File: src/rtl/display_scan_ctrl.sv
// display_scan_ctrl: 4-digit multiplexed 7-segment scanner with frame-synchronous double buffering.
// Optional LEADING_ZERO_BLANK_EN blanks leading zero digits (digit 0 always shown).
module display_scan_ctrl #(
    parameter int CLK_DIV   = 50000,
    parameter int BLANK_CYC = 64
) (
    input  logic        clk,
    input  logic        rst,
    input  logic        en,
    input  logic        wr_valid,
    output logic        wr_ready,
    input  logic [15:0] wr_data,
    input  logic [3:0]  wr_dp,
    output logic        sel_b,
    output logic        sel_a,
    output logic [6:0]  seg_n,
    output logic        dp_n,
    output logic        frame_done
);
    localparam int PW = $clog2(CLK_DIV);
    localparam logic [111:0] SEG = {7'h0E, 7'h06, 7'h21, 7'h46, 7'h03, 7'h08, 7'h10, 7'h00,
                                    7'h78, 7'h02, 7'h12, 7'h19, 7'h30, 7'h24, 7'h79, 7'h40};
    typedef enum logic [1:0] {IDLE, BLANK, SHOW} state_t;
    state_t state;
    logic [PW-1:0] presc;
    logic [1:0] idx;
    logic [15:0] shadow, pending;
    logic [3:0] shadowDp, pendingDp;
    logic pendVld;
    logic [3:0] nib;
    logic lz;
    logic [6:0] glyph;
    logic boundary;
    logic accept;
    assign sel_b = idx[1];
    assign sel_a = idx[0];
    always_comb begin
        nib = 4'(shadow >> {idx, 2'b00});
`ifdef LEADING_ZERO_BLANK_EN
        lz = idx != 2'd0 && (shadow >> {idx, 2'b00}) == 16'd0;
`else
        lz = 1'b0;
`endif
        glyph = lz ? 7'h7F : SEG[int'(nib)*7 +: 7];
        boundary = en && state == SHOW && presc == PW'(CLK_DIV - 1) && idx == 2'd3;
        accept = wr_valid && wr_ready;
    end
    always_ff @(posedge clk or posedge rst) begin
        if (rst) begin
            state      <= IDLE;
            presc      <= '0;
            idx        <= 2'd0;
            seg_n      <= 7'h7F;
            dp_n       <= 1'b1;
            wr_ready   <= 1'b1;
            frame_done <= 1'b0;
            shadow     <= 16'd0;
            shadowDp   <= 4'd0;
            pending    <= 16'd0;
            pendingDp  <= 4'd0;
            pendVld    <= 1'b0;
        end else begin
            frame_done <= 1'b0;
            if (!en) begin
                state <= IDLE;
                presc <= '0;
                idx   <= 2'd0;
                seg_n <= 7'h7F;
                dp_n  <= 1'b1;
            end else if (state == IDLE) begin
                state <= BLANK;
                presc <= '0;
                idx   <= 2'd0;
            end else if (state == BLANK) begin
                presc <= presc + 1'b1;
                if (presc == PW'(BLANK_CYC - 1)) begin
                    state <= SHOW;
                    seg_n <= glyph;
                    dp_n  <= ~shadowDp[idx];
                end
            end else if (presc == PW'(CLK_DIV - 1)) begin
                state      <= BLANK;
                presc      <= '0;
                idx        <= idx + 1'b1;
                seg_n      <= 7'h7F;
                dp_n       <= 1'b1;
                frame_done <= idx == 2'd3;
            end else begin
                presc <= presc + 1'b1;
                seg_n <= glyph;
                dp_n  <= ~shadowDp[idx];
            end
            // IDLE behaves as a frame boundary so a value left pending by en=0 is not stranded
            if ((state == IDLE || boundary) && pendVld) begin
                shadow   <= pending;
                shadowDp <= pendingDp;
                pendVld  <= 1'b0;
                wr_ready <= 1'b1;
            end
            if (accept) begin
                if (state == IDLE) begin
                    shadow   <= wr_data;
                    shadowDp <= wr_dp;
                end else begin
                    pending   <= wr_data;
                    pendingDp <= wr_dp;
                    pendVld   <= 1'b1;
                    wr_ready  <= 1'b0;
                end
            end
        end
    end
endmodule

File: config.mk
export PLATFORM = sky130hd
export DESIGN_NAME = display_scan_ctrl
export DESIGN_NICKNAME = d
export VERILOG_FILES = /design/src/rtl/display_scan_ctrl.sv
export SDC_FILE = /design/constraint.sdc
export NUM_CORES = 1
export LEC_CHECK = 0
export BUFFER_PORTS_ARGS = -buffer_cell sky130_fd_sc_hd__buf_2
export CAP_MARGIN = 0
export CORE_ASPECT_RATIO = 0.6
export CORE_UTILIZATION = 47
export DETAILED_ROUTE_END_ITERATION = 10
export PLACE_DENSITY = 0.68
export SKIP_CTS_REPAIR_TIMING = 1
export SLEW_MARGIN = 0
export SYNTH_ARGS = -nofsm -noshare
export SYNTH_HDL_FRONTEND = slang
export SYNTH_SLANG_ARGS = --single-unit
export TNS_END_PERCENT = 50
File: constraint.sdc
create_clock -name clk -period 1.88 [get_ports clk]
set_input_delay 0.094 -clock clk [delete_from_list [all_inputs] [get_ports clk]]
set_output_delay 0.094 -clock clk [all_outputs]
set_load 0.1 [all_outputs]
* Word-level counts from Yosys, hierarchy flattened
Index checks and enable logic that the tools add are counted.
** Storage, ports and cells
- Register bits after elaboration :: 71
- Word-level logic and storage cells :: 83
** Cells by class
- Add/sub/neg operators :: 2
- Multipliers :: 1
- Order comparisons :: 1
- Equal/unequal tests :: 11
- Shifts and indexed selects :: 2
- Multiplexer cells :: 41
- Bitwise operators :: 2
- Reduce and logical (&&, ||, !) cells :: 11
** Operators by type and width (count)
- $mux W16 :: 7
- $shiftx A112 B8 Y7 const A :: 1
- $mux W7 :: 5
- $mux W2 :: 9
- $add A16 B1 Y16 const B :: 1
- $eq A16 B16 Y1 const B :: 1
- $eq A16 B6 Y1 const B :: 1
- $mux W1 :: 16
- $shr A16 B4 Y4 :: 1
- $mux W4 :: 3
- $reduce_and A2 Y1 :: 4
- $mul A4 B3 Y7 const B :: 1
- $logic_and A1 B1 Y1 :: 5
- $eq A2 B2 Y1 const B :: 2
- $ne A4 B1 Y1 const B :: 1
- $ne A4 B3 Y1 const B :: 1
- $lt A2 B3 Y1 const B :: 1
- $ne A3 B1 Y1 const B :: 1
- $ne A3 B2 Y1 const B :: 1
- $ne A3 B3 Y1 const B :: 1
- $add A2 B1 Y2 const B :: 1
- $bmux W1 S2 :: 1
- $eq A2 B1 Y1 const B :: 1
- $logic_not A2 Y1 :: 1
- other kinds (3) :: 4

* Logic depth before layout (Yosys ltp)
- Word-level depth :: 9
- Mapped depth :: 8
- Gate-level depth less buffers :: 7

* Least setup slack after synthesis
Ideal clock, no wire load.
- Path kind :: register to register
- Start point :: register idx[0]
- End point :: register seg_n[3]
- Setup time :: 0.061 ns
- Arrival :: 2.644 ns
- Setup slack :: -0.825 ns
- Stages on the path, launching flop included :: 9
- Buffers on the path :: 1
- Period minus slack after synthesis :: 2.705 ns
- Cell sequence :: dfrtp_1 -> buf_2 -> mux4_2 -> inv_1 -> ha_1 -> nor2_1 -> o21ai_0 -> o211ai_1 -> o22a_1
** On the way
- Longest elaborated chain between the ends :: 7
- Elaborated cells between the ends (all ways) :: 8
- Those cells by class :: mul (1); shift (2); mux (5)
** Ends and longest elaborated chain
- from (decl) :: line 26 : logic [1:0] idx;
- from (signal assigned) :: line 84 : idx <= idx + 1'b1;
- $shr A16 B4 Y4 (*) :: line 38 : nib = 4'(shadow >> {idx, 2'b00});
- $mul A4 B3 Y7 (*) :: line 44 : glyph = lz ? 7'h7F : SEG[int'(nib)*7 +: 7];
- $shiftx A112 B8 Y7 (*) :: line 44
- $mux W7, on equally long branches :: line 81, 76
- $mux W7 (*) :: line 74 : end else if (state == BLANK) begin
- $mux W7 (*) :: line 70 : end else if (state == IDLE) begin
- $mux W7 (*) :: line 64 : if (!en) begin
- to (signal assigned) :: line 78 : seg_n <= glyph;
- to (signal assigned) :: line 90 : seg_n <= glyph;
- to (decl) :: line 16 : output logic [6:0] seg_n,
Mark *: on every way between the ends. The rest lies on a longest branch, timed or not. The select of a mux whose other input is x is not followed.
A chain may end at the register's enable or synchronous reset.

* Worst setup path in the final report
- Start point :: register presc[13]
- End point :: register shadow[5]
** On the way
- Longest elaborated chain between the ends :: 8
** Ends and longest elaborated chain
- from (decl) :: line 25 : logic [PW-1:0] presc;
- from (signal assigned) :: line 75 : presc <= presc + 1'b1;
- from (signal assigned) :: line 89 : presc <= presc + 1'b1;
- $eq A16 B16 Y1 (*) :: line 45 : boundary = en && state == SHOW && presc == PW'(CLK_DIV - 1) && idx == 2'd3;
- $logic_and A1 B1 Y1 (*) (2 in series) :: line 45
- $logic_or A1 B1 Y1 (*) :: line 94 : if ((state == IDLE || boundary) && pendVld) begin
- $logic_and A1 B1 Y1 (*) :: line 94
- $mux W16 (*) :: line 94
- $mux W16 :: line 101 : if (state == IDLE) begin
- $mux W16 (*) :: line 100 : if (accept) begin
- to (signal assigned) :: line 95 : shadow <= pending;
- to (signal assigned) :: line 102 : shadow <= wr_data;
- to (decl) :: line 27 : logic [15:0] shadow, pending;
Mark *: on every way between the ends. The rest lies on a longest branch, timed or not.

==> flow_metrics.tcl <==
set metrics [dict create \
    slew_headroom 0.6513 \
    cp.required_ns 2.10 \
    overflow 0 \
    gp_congestion 0.7876 \
    antenna_found_initial 0 \
    routed_wl_mm 7.934 \
    min-delay-start "wr_data[10]" \
    period_share 1.070 \
    cts_tree "built" \
    worstPathArrival_ns 2.23 \
    yosysWarnings 0 \
    fillCellCount 608 \
    yosysTopAreaCellShare 0.4316 \
    grt_pass1_wl_mm 12.92 \
    hold_violations 9 \
    syn_area_mm2 0.003595 \
    die_w_um 114.9 \
    synth_edf_count 0 \
    fmax_ghz 0.4971 \
    combPwrFrac 0.303 \
    area_delta_synth_final_pct 32.54 \
    swShare 0.3039 \
    placed_area_mm2 0.004165 \
    vias_per_cell 5.299 \
    cp_slowest_stage_delay_ns 0.56 \
    grt_max_degree 41 \
    die_h_um 69.74 \
    seq_power_share 0.371 \
    start_kind "flip-flop" \
    failed_checks "negative hold slack, negative setup slack" \
    ys_seq_area_frac 0.4974 \
    holdPathStages 3 \
    clock_power_share 0.325 \
    crit_path_max_fanout 19 \
    path_buf_inv 1 \
    ys_top_cells_by_area "dfrtp_1, mux2_2, dfstp_2" \
    p_int_w 0.004353 \
    rsz0062_at_grt "yes" \
    cp_slowest_cell "or4_4" \
    reg2regPathDepth 6 \
    synth_nets 359 \
    die_area_mm2 0.008013 \
    cts-root-buf "clkbuf_16" \
    grtUsageTotal 0.2176 \
    switchingPower_w 0.001900 \
    ys.flop_type "dfrtp_1" \
    setup_viol 45 \
    clkTransAtPathRegs_ns 0.06 \
    cts_buffers 9 \
    vias 2729 \
    ys_ff_latch 71 \
    yosysTopAreaCell "dfrtp_1" \
    start_util 0.4906 \
    cts_buffer_depth 2 \
    ant_nets 0 \
    r2r_end "shadow[5]" \
    first_global_vias 2626 \
    clock-sinks 71 \
    crit_family "simple AND/OR/NAND/NOR gates" \
    nNetsFinal 438 \
    postSynthCellCount 327 \
    path_cells "or4_4 > nor3b_4 > a32oi_2 > buf_12 > mux2i_1 > o21ai_1" \
    ys_types 48 \
    drc_errors 0 \
    tightest_slew_ns 0.5223 \
    diodes 0 \
    end_kind "flip-flop" \
    core_region_area_mm2 0.007327 \
    drive_above_1_share 0.3698 \
    path_class "flip-flop to flip-flop" \
    hold_ws_ns -0.01824 \
    leakage_nw 2.166 \
    r2r_slack_ns -0.13 \
    fin_skew_ns 0.005768 \
    slew_viol_final 0 \
    h-tree-depth 3 \
    synthTopCellsByCount "dfrtp_1, nand2_1, nor2_1, mux2_2, mux2i_1" \
    hold_class "input pin to flip-flop" \
    p_per_area_mw_per_mm2 1312 \
    drv_cap 0 \
    first_iter_violations 182 \
    core.rowCount 24 \
    async_flop_share 1.000 \
    pre_cts_ws_ns -0.1041 \
    fin_crit_ns 2.012 \
    portBuffers 35 \
    worst_skew_pair.late_latency_ns 0.34 \
    status "finished, violations left" \
    fin_area_mm2 0.004765 \
    yosysMostFrequentCell "dfrtp_1" \
    syn_avg_cell_area_um2 10.99 \
    utilization 0.6503 \
    hpwl_mm 5.392 \
    min_to "shadow[10]" \
    firstDrtPassIters 4 \
    wire_per_inst_um 15.41 \
    setup_slack_ns -0.1315 \
    ios 36 \
    worstReg2RegStart "presc[13]" \
    ir_worst_vdd_mv 0.6810 \
]
==> area by class of cell <==
class	count	area (um2)	share of cell area
inverters	10	42.54	0.008929
clock buffers	12	236.5	0.04963
flip-flops and latches	71	1790	0.3758
clock inverters	4	120.1	0.02521
multi-input cells	229	1804	0.3787
well taps	104	130.1	0.02731
repair buffers	85	640.6	0.1345
==> layout by cell type, fill, tap and decap left out, drive strengths merged, types with 9 or more instances in the layout <==
cell    instances
buf            77
o21ai          29
dfrtp          62
mux2           22
dfstp           9
nor2           26
nand2          32
inv            10
mux2i          21
clkbuf         12
xnor2          10
==> flip-flops by register name, indices dropped and copies added (netlist names) <==
| name | flops |
|---|---|
| state | 2 |
| shadow | 16 |
| pendingDp | 4 |
| seg_n | 7 |
| shadowDp | 4 |
| dp_n | 1 |
| pending | 16 |
| idx | 2 |
| pendVld | 1 |
| wr_ready | 1 |
| frame_done | 1 |
| presc | 16 |
==> worst max path at each step <==
stage                     startpoint         to  slack, ns  cells past startpoint
final                      presc[13]  shadow[5]      -0.13                      6
after global routing       presc[13]       dp_n      -0.18                      6
after CTS                     idx[0]   seg_n[3]      -0.12                      6
after detailed placement      idx[0]   seg_n[3]      -0.10                      7
after global placement        idx[0]   seg_n[3]      -0.08                      6
after floorplan               idx[0]   seg_n[0]      -0.37                      6
==> power groups by stage <==
| stage | Sequential, W | Clock (W) | Combinational, W |
|---|---|---|---|
| 5_1_grt | 0.00238 | 0.00214 | 0.00208 |
| 2_1_floorplan | 0.00242 | 0 | 0.00116 |
| 4_1_cts | 0.00229 | 0.00209 | 0.00172 |
| 3_3_place_gp | 0.00229 | 0 | 0.00167 |
| 6_report | 0.00232 | 0.00203 | 0.00190 |
| 3_5_place_dp | 0.00232 | 0 | 0.00171 |
==> kinds of logic (layout without fill, tap and decap cells) <==
kind of cell | count (synthesis) | after routing | synth area share
AND/OR/NAND/NOR | 104 | 104 | 0.1465
buffers and inverters | 28 | 111 | 0.03516
multiplexers | 49 | 50 | 0.1650
AO/OA/AOI/OAI | 54 | 54 | 0.09642
flip-flops | 71 | 71 | 0.4974
XOR/XNOR | 13 | 13 | 0.03167
adder cells (fa/ha/maj) | 8 | 8 | 0.02785
==> worst reg2reg max path, delay by kind of cell, from the launching register on <==
kind,cells,cell delay (ns)
flops,1,0.37
compound gates,2,0.27
buf+inv,1,0.20
simple gates,2,0.85
mux,1,0.21
==> per-stage QoR <==
step | instances | total power (W) | hold slack [ns] | TNS (ns)
floorplan | 327 | 0.003582 | 0.2108 | -3.518
CTS | 498 | 0.006102 | -0.2084 | -1.989
global placement | 482 | 0.003962 | 0.1519 | -0.5490
global route | 515 | 0.006593 | 0.000001027 | -5.399
finish | 515 | 0.006253 | -0.01824 | -2.182
detailed placement | 482 | 0.004030 | 0.1581 | -1.050
==> metal layers <==
metal	part of all wire	wire (um)	track usage	vias up
met5	0	0	0	-
met4	0.012	96	0.06494	0
met3	0.061	481	0.08829	8
met2	0.42	3303	0.2985	65
met1	0.51	4053	0.3130	1333
li1	-	-	-	1323
No activity file was read; power rests on OpenSTA's default activity.
